**config.mk**
```make
export PLATFORM = sky130hd
export DESIGN_NAME = fwd_sel_ctrl_flat
export DESIGN_NICKNAME = d
export VERILOG_FILES = /design/src/rtl/fwd_sel_if.sv /design/src/rtl/fwd_sel_ctrl.sv /design/src/flat_wrapper.sv
export SDC_FILE = /design/constraint.sdc
export NUM_CORES = 1
export LEC_CHECK = 0
export CELL_PAD_IN_SITES_DETAIL_PLACEMENT = 0
export CELL_PAD_IN_SITES_GLOBAL_PLACEMENT = 1
export CORE_MARGIN = 2
export CORE_UTILIZATION = 40
export CTS_CLUSTER_DIAMETER = 80
export DETAILED_ROUTE_END_ITERATION = 10
export PLACE_DENSITY_LB_ADDON = 0.1
export SYNTH_ARGS = -nofsm -noshare
export SYNTH_HDL_FRONTEND = slang
export SYNTH_SLANG_ARGS = --single-unit
```
**constraint.sdc**
```tcl
create_clock -name clk -period 3.85 [get_ports clk]
set_input_delay 0.77 -clock clk [delete_from_list [all_inputs] [get_ports clk]]
set_output_delay 0.77 -clock clk [all_outputs]
set_load 0.02 [all_outputs]
```
**src/rtl/fwd_sel_if.sv**
```systemverilog
// ID-stage hazard bus between the decode stage and the operand-forwarding controller.
// master = decode stage side, slave = forwarding controller.
interface fwd_sel_if #(
   parameter int REG_BITS = 5
);
   logic                id_valid;
   logic [REG_BITS-1:0] id_rn;
   logic [REG_BITS-1:0] id_rm;
   logic                id_use_rn;
   logic                id_use_rm;
   logic [REG_BITS-1:0] id_rd;
   logic                id_regwrite;
   logic                id_memread;
   logic                flush;
   logic                stall;
   logic [1:0]          fwd_a_sel;
   logic [1:0]          fwd_b_sel;

   modport master (
      output id_valid, id_rn, id_rm, id_use_rn, id_use_rm, id_rd,
             id_regwrite, id_memread, flush,
      input  stall, fwd_a_sel, fwd_b_sel
   );

   modport slave (
      input  id_valid, id_rn, id_rm, id_use_rn, id_use_rm, id_rd,
             id_regwrite, id_memread, flush,
      output stall, fwd_a_sel, fwd_b_sel
   );
endinterface

```
**src/rtl/fwd_sel_ctrl.sv**
```systemverilog
// EX-stage operand-forwarding select generator with load-use stall detection.
// Tracks producer metadata for EX, MEM and WB; selects are registered as the ID instruction enters EX.
module fwd_sel_ctrl #(
   parameter int REG_BITS = 5,
   parameter int ZERO_REG = 31
) (
   input  logic     clk,
   input  logic     reset_n,
   fwd_sel_if.slave bus
);

   localparam logic [REG_BITS-1:0] ZR = REG_BITS'(ZERO_REG);

   typedef struct packed {
      logic                valid;
      logic [REG_BITS-1:0] rd;
      logic                regwrite;
      logic                memread;
   } stage_t;

   stage_t     ex_rec;
   stage_t     mem_rec;
   stage_t     wb_rec;
   logic [1:0] sel_a;
   logic [1:0] sel_b;
   logic       stall_c;
   logic       bubble;
   logic       load_in_ex;
   logic [1:0] sel_a_nxt;
   logic [1:0] sel_b_nxt;

   function automatic logic writes(input stage_t s, input logic [REG_BITS-1:0] r);
      return s.valid & s.regwrite & (s.rd == r) & (r != ZR);
   endfunction

   // Youngest producer wins: EX/MEM result, then MEM/WB, then the late WB bypass.
   function automatic logic [1:0] pick(input logic use_r, input logic [REG_BITS-1:0] r,
                                       input stage_t ex_s, input stage_t mem_s,
                                       input stage_t wb_s);
      logic [1:0] sel;
      sel = 2'b00;
      if (use_r && (r != ZR)) begin
         if (writes(ex_s, r))
            sel = 2'b01;
         else if (writes(mem_s, r))
            sel = 2'b10;
         else if (writes(wb_s, r))
            sel = 2'b11;
      end
      return sel;
   endfunction

   always_comb begin
      load_in_ex = ex_rec.valid & ex_rec.memread & ex_rec.regwrite & (ex_rec.rd != ZR);
      stall_c    = bus.id_valid & ~bus.flush & load_in_ex &
                   ((bus.id_use_rn & (bus.id_rn == ex_rec.rd)) |
                    (bus.id_use_rm & (bus.id_rm == ex_rec.rd)));
      bubble     = bus.flush | stall_c | ~bus.id_valid;
      sel_a_nxt  = bubble ? 2'b00 : pick(bus.id_use_rn, bus.id_rn, ex_rec, mem_rec, wb_rec);
      sel_b_nxt  = bubble ? 2'b00 : pick(bus.id_use_rm, bus.id_rm, ex_rec, mem_rec, wb_rec);
   end

   always_ff @(posedge clk) begin
      if (!reset_n) begin
         ex_rec  <= '0;
         mem_rec <= '0;
         wb_rec  <= '0;
         sel_a   <= 2'b00;
         sel_b   <= 2'b00;
      end else begin
         wb_rec  <= mem_rec;
         mem_rec <= ex_rec;
         if (bubble)
            ex_rec <= '0;
         else
            ex_rec <= '{valid: 1'b1, rd: bus.id_rd, regwrite: bus.id_regwrite,
                        memread: bus.id_memread};
         sel_a   <= sel_a_nxt;
         sel_b   <= sel_b_nxt;
      end
   end

   assign bus.stall     = stall_c;
   assign bus.fwd_a_sel = sel_a;
   assign bus.fwd_b_sel = sel_b;

endmodule

```
**src/flat_wrapper.sv**
```systemverilog
// flat-port wrapper written by rule: the top's interface ports become plain ports
module fwd_sel_ctrl_flat 
#(
   parameter int REG_BITS = 5,
   parameter int ZERO_REG = 31
)
  (clk, reset_n, bus_id_valid, bus_id_rn, bus_id_rm, bus_id_use_rn, bus_id_use_rm, bus_id_rd, bus_id_regwrite, bus_id_memread, bus_flush, bus_stall, bus_fwd_a_sel, bus_fwd_b_sel);
  fwd_sel_if #(.REG_BITS(REG_BITS)) bus_i ();
  input  logic clk;
  input  logic reset_n;
  input wire logic [$bits(bus_i.id_valid)-1:0] bus_id_valid;
  input wire logic [$bits(bus_i.id_rn)-1:0] bus_id_rn;
  input wire logic [$bits(bus_i.id_rm)-1:0] bus_id_rm;
  input wire logic [$bits(bus_i.id_use_rn)-1:0] bus_id_use_rn;
  input wire logic [$bits(bus_i.id_use_rm)-1:0] bus_id_use_rm;
  input wire logic [$bits(bus_i.id_rd)-1:0] bus_id_rd;
  input wire logic [$bits(bus_i.id_regwrite)-1:0] bus_id_regwrite;
  input wire logic [$bits(bus_i.id_memread)-1:0] bus_id_memread;
  input wire logic [$bits(bus_i.flush)-1:0] bus_flush;
  output wire logic [$bits(bus_i.stall)-1:0] bus_stall;
  output wire logic [$bits(bus_i.fwd_a_sel)-1:0] bus_fwd_a_sel;
  output wire logic [$bits(bus_i.fwd_b_sel)-1:0] bus_fwd_b_sel;
  assign bus_i.id_valid = bus_id_valid;
  assign bus_i.id_rn = bus_id_rn;
  assign bus_i.id_rm = bus_id_rm;
  assign bus_i.id_use_rn = bus_id_use_rn;
  assign bus_i.id_use_rm = bus_id_use_rm;
  assign bus_i.id_rd = bus_id_rd;
  assign bus_i.id_regwrite = bus_id_regwrite;
  assign bus_i.id_memread = bus_id_memread;
  assign bus_i.flush = bus_flush;
  assign bus_stall = bus_i.stall;
  assign bus_fwd_a_sel = bus_i.fwd_a_sel;
  assign bus_fwd_b_sel = bus_i.fwd_b_sel;
  fwd_sel_ctrl #(.REG_BITS(REG_BITS), .ZERO_REG(ZERO_REG)) u_core (.clk(clk), .reset_n(reset_n), .bus(bus_i));
endmodule
```
Yosys cells after proc, flatten, opt, wreduce, memory -nomap -nowiden:

Cells that the tools add are included.

* add/sub/neg operators: 0
* $mul: 0
* divide/modulo/power cells: 0
* $lt $le $gt $ge: 0
* eq/ne operators: 11
* shift-type cells: 0
* muxes and demuxes: 7
* bitwise operators: 31
* reductions and logical operators: 7

Operators with widths (count)
* 5-bit == test: 8
* 1-bit AND: 23
* 5-bit inequality test (second input constant): 3
* 2-bit two-way mux: 4
* 8-bit two-way mux: 1
* 4-bit OR reduction: 2
* 3-bit OR reduction: 2
* 1-bit inverter: 5
* 1-bit bitwise OR: 3
* 1-bit logical AND: 2
* 1-bit two-way mux: 2
* 2-bit OR reduction: 1

* bits in registers: 26
* bits in latches: 0
* bits in writable memories: 0
* bits in read-only memories: 0
* logic and storage cells: 70
* memories kept: 0

Longest topological paths before layout:

* word-level depth: 8
* mapped depth: 6
* depth with buffers taken out: 5

Worst setup path after synthesis:

OpenSTA, ideal clock, no wires.

* path type: input to output
* start: in bus_id_rm[4]
* end: out bus_stall
* arrival time: 1.584 ns
* slack: 1.496 ns
* stages on the path: 4
* buffers on the path: 0
* cell sequence: xnor2_1 nand3_1 o32ai_2 and2_1

* longest elaborated chain between the ends: 4

RTL lines
* start: declaration: RTL line flat_wrapper.sv:13 `input wire logic [$bits(bus_i.id_rm)-1:0] bus_id_rm;`
* 5-bit == test: RTL line fwd_sel_ctrl.sv:57 `(bus.id_use_rm & (bus.id_rm == ex_rec.rd)));`
* 1-bit AND: RTL line fwd_sel_ctrl.sv:57
* 1-bit bitwise OR: RTL line fwd_sel_ctrl.sv:56 `((bus.id_use_rn & (bus.id_rn == ex_rec.rd)) |`
* 1-bit AND: RTL line fwd_sel_ctrl.sv:55 `stall_c = bus.id_valid & ~bus.flush & load_in_ex &`
* end: declaration: RTL line flat_wrapper.sv:20 `output wire logic [$bits(bus_i.stall)-1:0] bus_stall;`

Every way passes these cells.

Worst setup path after layout:

* start: in bus_id_rm[1]
* end: out bus_stall

Same word-level chain as after synthesis.

==> impl_metrics.py <==
metrics = {
    "power_and_ir_drop": {
        "combPwrFrac_pct": 13.0,
        "pwr-share-seq_pct": 58.7,
        "power_leakage_nw": 0.567,
        "max-vdd-ir-drop_uv": 231,
        "switching_power_w": 0.000105,
        "swShare_pct": 22.2,
        "p_per_area_nw_per_um2": 307,
        "pwr-share-clk_pct": 28.3,
        "power.internal_w": 0.000368,
    },
    "drt": {
        "vias": 936,
        "vias_per_cell": 5.14,
        "drt_wl_total_mm": 2.44,
        "drtAntennaViolNets": 0,
        "drt_iter0_markers": 31,
        "drc": 4,
        "wl_per_cell_um": 13.4,
        "drtPass1Iterations": 7,
    },
    "floorplanning": {
        "num_rows": 19,
        "die_w_um": 58.9,
        "core_region_area_um2": 2810,
        "die_area_um2": 3470,
        "die_y_um": 58.9,
        "pin_count": 28,
        "initial_core_util_pct": 43.0,
    },
    "placement": {
        "place_congestion": 0.913,
        "placed_cells": 178,
        "port_buffers": 27,
        "dpl.hpwl_mm": 1.97,
    },
    "timing": {
        "fin_crit_ps": 3590,
        "setup_viol": 0,
        "fmax_ghz": 0.278,
        "relSlewSlack_pct": 66.7,
        "drv_slew": 0,
        "period_share_pct": 93.3,
        "setup_tns_ps": 0,
        "fin_skew_ps": 10.2,
        "hold_ws_ps": 461,
        "hold_viol_final": 0,
        "worst_slew_pin_slew_ps": 495,
        "rsz0062_at_grt": "no",
    },
    "worst_setup_path": {
        "start_kind": "input pin",
        "path_cells": "clkdlybuf4s50_1 -> xnor2_1 -> nand3_1 -> o32ai_2 -> and2_1 -> clkdlybuf4s50_1",
        "cp.buffers_inverters": 2,
        "endpoint_kind": "output pin",
        "slowest_stage": "clkdlybuf4s50_1",
        "cp.required_ps": 3080,
        "worstPathMaxFanout": 5,
        "cp.arrival_ps": 2820,
        "rrSetupSlack_ps": 2250,
        "cp_common_cell": "clkdlybuf4s50_1",
        "crit_path_max_incr_delay_ps": 630,
        "crit_family": "buffers and inverters",
        "critical_path_class": "input pin to output pin",
    },
    "clocking": {
        "clk_path_buf_depth": 2,
        "cts_root_buf": "clkbuf_4",
        "cts_setup_buffers": 0,
        "cts_buffers": 3,
        "path_clk_slew_ps": 120,
        "cts_tree": "built",
        "cts_hold_buf": 0,
        "cts.sinks": 26,
        "post_cts_resized": 0,
        "h-tree-depth": 1,
        "clk-insertion-delay-late_ps": 320,
    },
    "grt": {
        "grt_pass1_wl_mm": 3.85,
        "grt_overflow": 0,
        "antenna_found_initial": 0,
        "grt_start_max_net_pins": 16,
        "track_usage_pct": 15.3,
        "grt_pass1_vias": 911,
    },
    "logic_synthesis": {
        "ys_warn_count": 0,
        "yosysUniqueCellTypes": 26,
        "yosys_register_bits": 26,
        "synth.avg_cell_area_um2": 9.89,
        "syn_inst": 122,
        "ys_seq_area_share_pct": 43.2,
        "syn_area_um2": 1210,
        "synth_nets": 145,
    },
    "final_layout": {
        "ff_latch_area_um2": 520,
        "fillers": 270,
        "final_cells": 182,
        "fin_nets": 175,
        "n_antenna_cell": 0,
        "multi_input_area_um2": 673,
        "drive_above_1_share_pct": 5.30,
        "area_delta_synth_final_pct": 27.9,
        "final_core_util_pct": 55.0,
    },
    "hold_path": {
        "hold_class": "flip-flop to flip-flop",
    },
    "outcome": {
        "status": "finished, violations left",
        "violations": "design-rule violations",
    },
    "run": {
        "cap_violations": 0,
    },
}
[cell usage after synthesis]
cell	count	share of area (%)
a21oi_1	2	0.83
a21oi_2	1	0.73
a31oi_1	1	0.52
a32o_1	1	0.83
a32oi_1	1	0.73
and2_1	23	12
and3_1	5	2.6
and3_4	1	0.93
and4_1	3	2.2
buf_2	1	0.41
clkbuf_1	1	0.31
dfxtp_1	26	43
inv_1	1	0.31
nand2_1	4	1.2
nand3_1	8	3.3
nand4_1	3	1.6
nor2_1	1	0.31
nor2b_1	1	0.52
nor3_1	1	0.41
nor4_1	3	1.6
nor4b_1	1	0.73
nor4b_2	1	1.2
o32ai_2	1	1.3
or3_1	1	0.52
xnor2_1	20	15
xor2_1	10	7.3
[per-stage QoR]
| step | total power [W] | instance area, µm² | worst slack [ps] |
|---|---|---|---|
| finish | 0.000473 | 1540 | 259 |
| global route | 0.000492 | 1540 | 213 |
| CTS | 0.000479 | 1540 | 267 |
| detailed placement | 0.000345 | 1510 | 285 |
| global placement | 0.000344 | 1510 | 305 |
| floorplan | 0.000310 | 1210 | 1500 |
[metal layers]
layer | GRT usage [%] | wire length [µm]
met1 | 17.3 | 1110
met2 | 26.3 | 1120
met3 | 2.42 | 141
met4 | 9.74 | 64
met5 | 0 | 0
[logic make-up (layout without fill, tap and decap cells)]
group,after synthesis,count (layout),synth area share [%]
AOI/OAI and AO/OA,7,7,4.98
and+or+nand+nor,56,56,29.0
DFF,26,26,43.2
buffers and inverters,3,32,1.04
xor gates and xnor gates,30,30,21.8
[area by class of cell]
type,instances,area share [%]
Inverter,1,0.243
Timing Repair Buffer,27,17.5
Tap cell,31,2.51
Sequential cell,26,33.7
Multi-Input combinational cell,93,43.6
Clock buffer,4,2.35
[worst paths after layout]
check	from	endpoint	depth (start not counted)
worst min-delay path	u_core.ex_rec[1]$_SDFF_PP0_	u_core.mem_rec[1]$_SDFF_PN0_	1
worst max register to register	u_core.ex_rec[4]$_SDFF_PP0_	u_core.bus.fwd_a_sel[1]$_SDFF_PP0_	5
worst max-delay path	bus_id_rm[1]	bus_stall	6
worst min register to register	u_core.ex_rec[1]$_SDFF_PP0_	u_core.mem_rec[1]$_SDFF_PN0_	1
[power groups by stage]
stage | Clock [W] | Sequential (W) | Combinational, W
after global placement | 0 | 0.000284 | 0.0000606
after CTS | 0.000139 | 0.000278 | 0.0000620
after floorplan | 0 | 0.000282 | 0.0000280
after detailed placement | 0 | 0.000284 | 0.0000617
final | 0.000134 | 0.000278 | 0.0000614
after global routing | 0.000147 | 0.000278 | 0.0000669
[cells in the final DEF, fill, tap and decap left out, drive strengths merged, types with 2 or more instances in the layout]
cell type      count
clkdlybuf4s50     27
dfxtp             26
and2              23
xnor2             20
xor2              10
nand3              8
and3               6
nand2              4
clkbuf             4
nor4               3
nand4              3
and4               3
a21oi              3
nor4b              2
[sequential cells by signal, summed over array words and instances (netlist names)]
| name | flops |
|---|---|
| u_core.mem_rec | 7 |
| u_core.wb_rec | 7 |
| u_core.bus.fwd_a_sel | 2 |
| u_core.bus.fwd_b_sel | 2 |
| u_core.ex_rec | 8 |
Note: power is estimated with default switching activity, not from simulation.
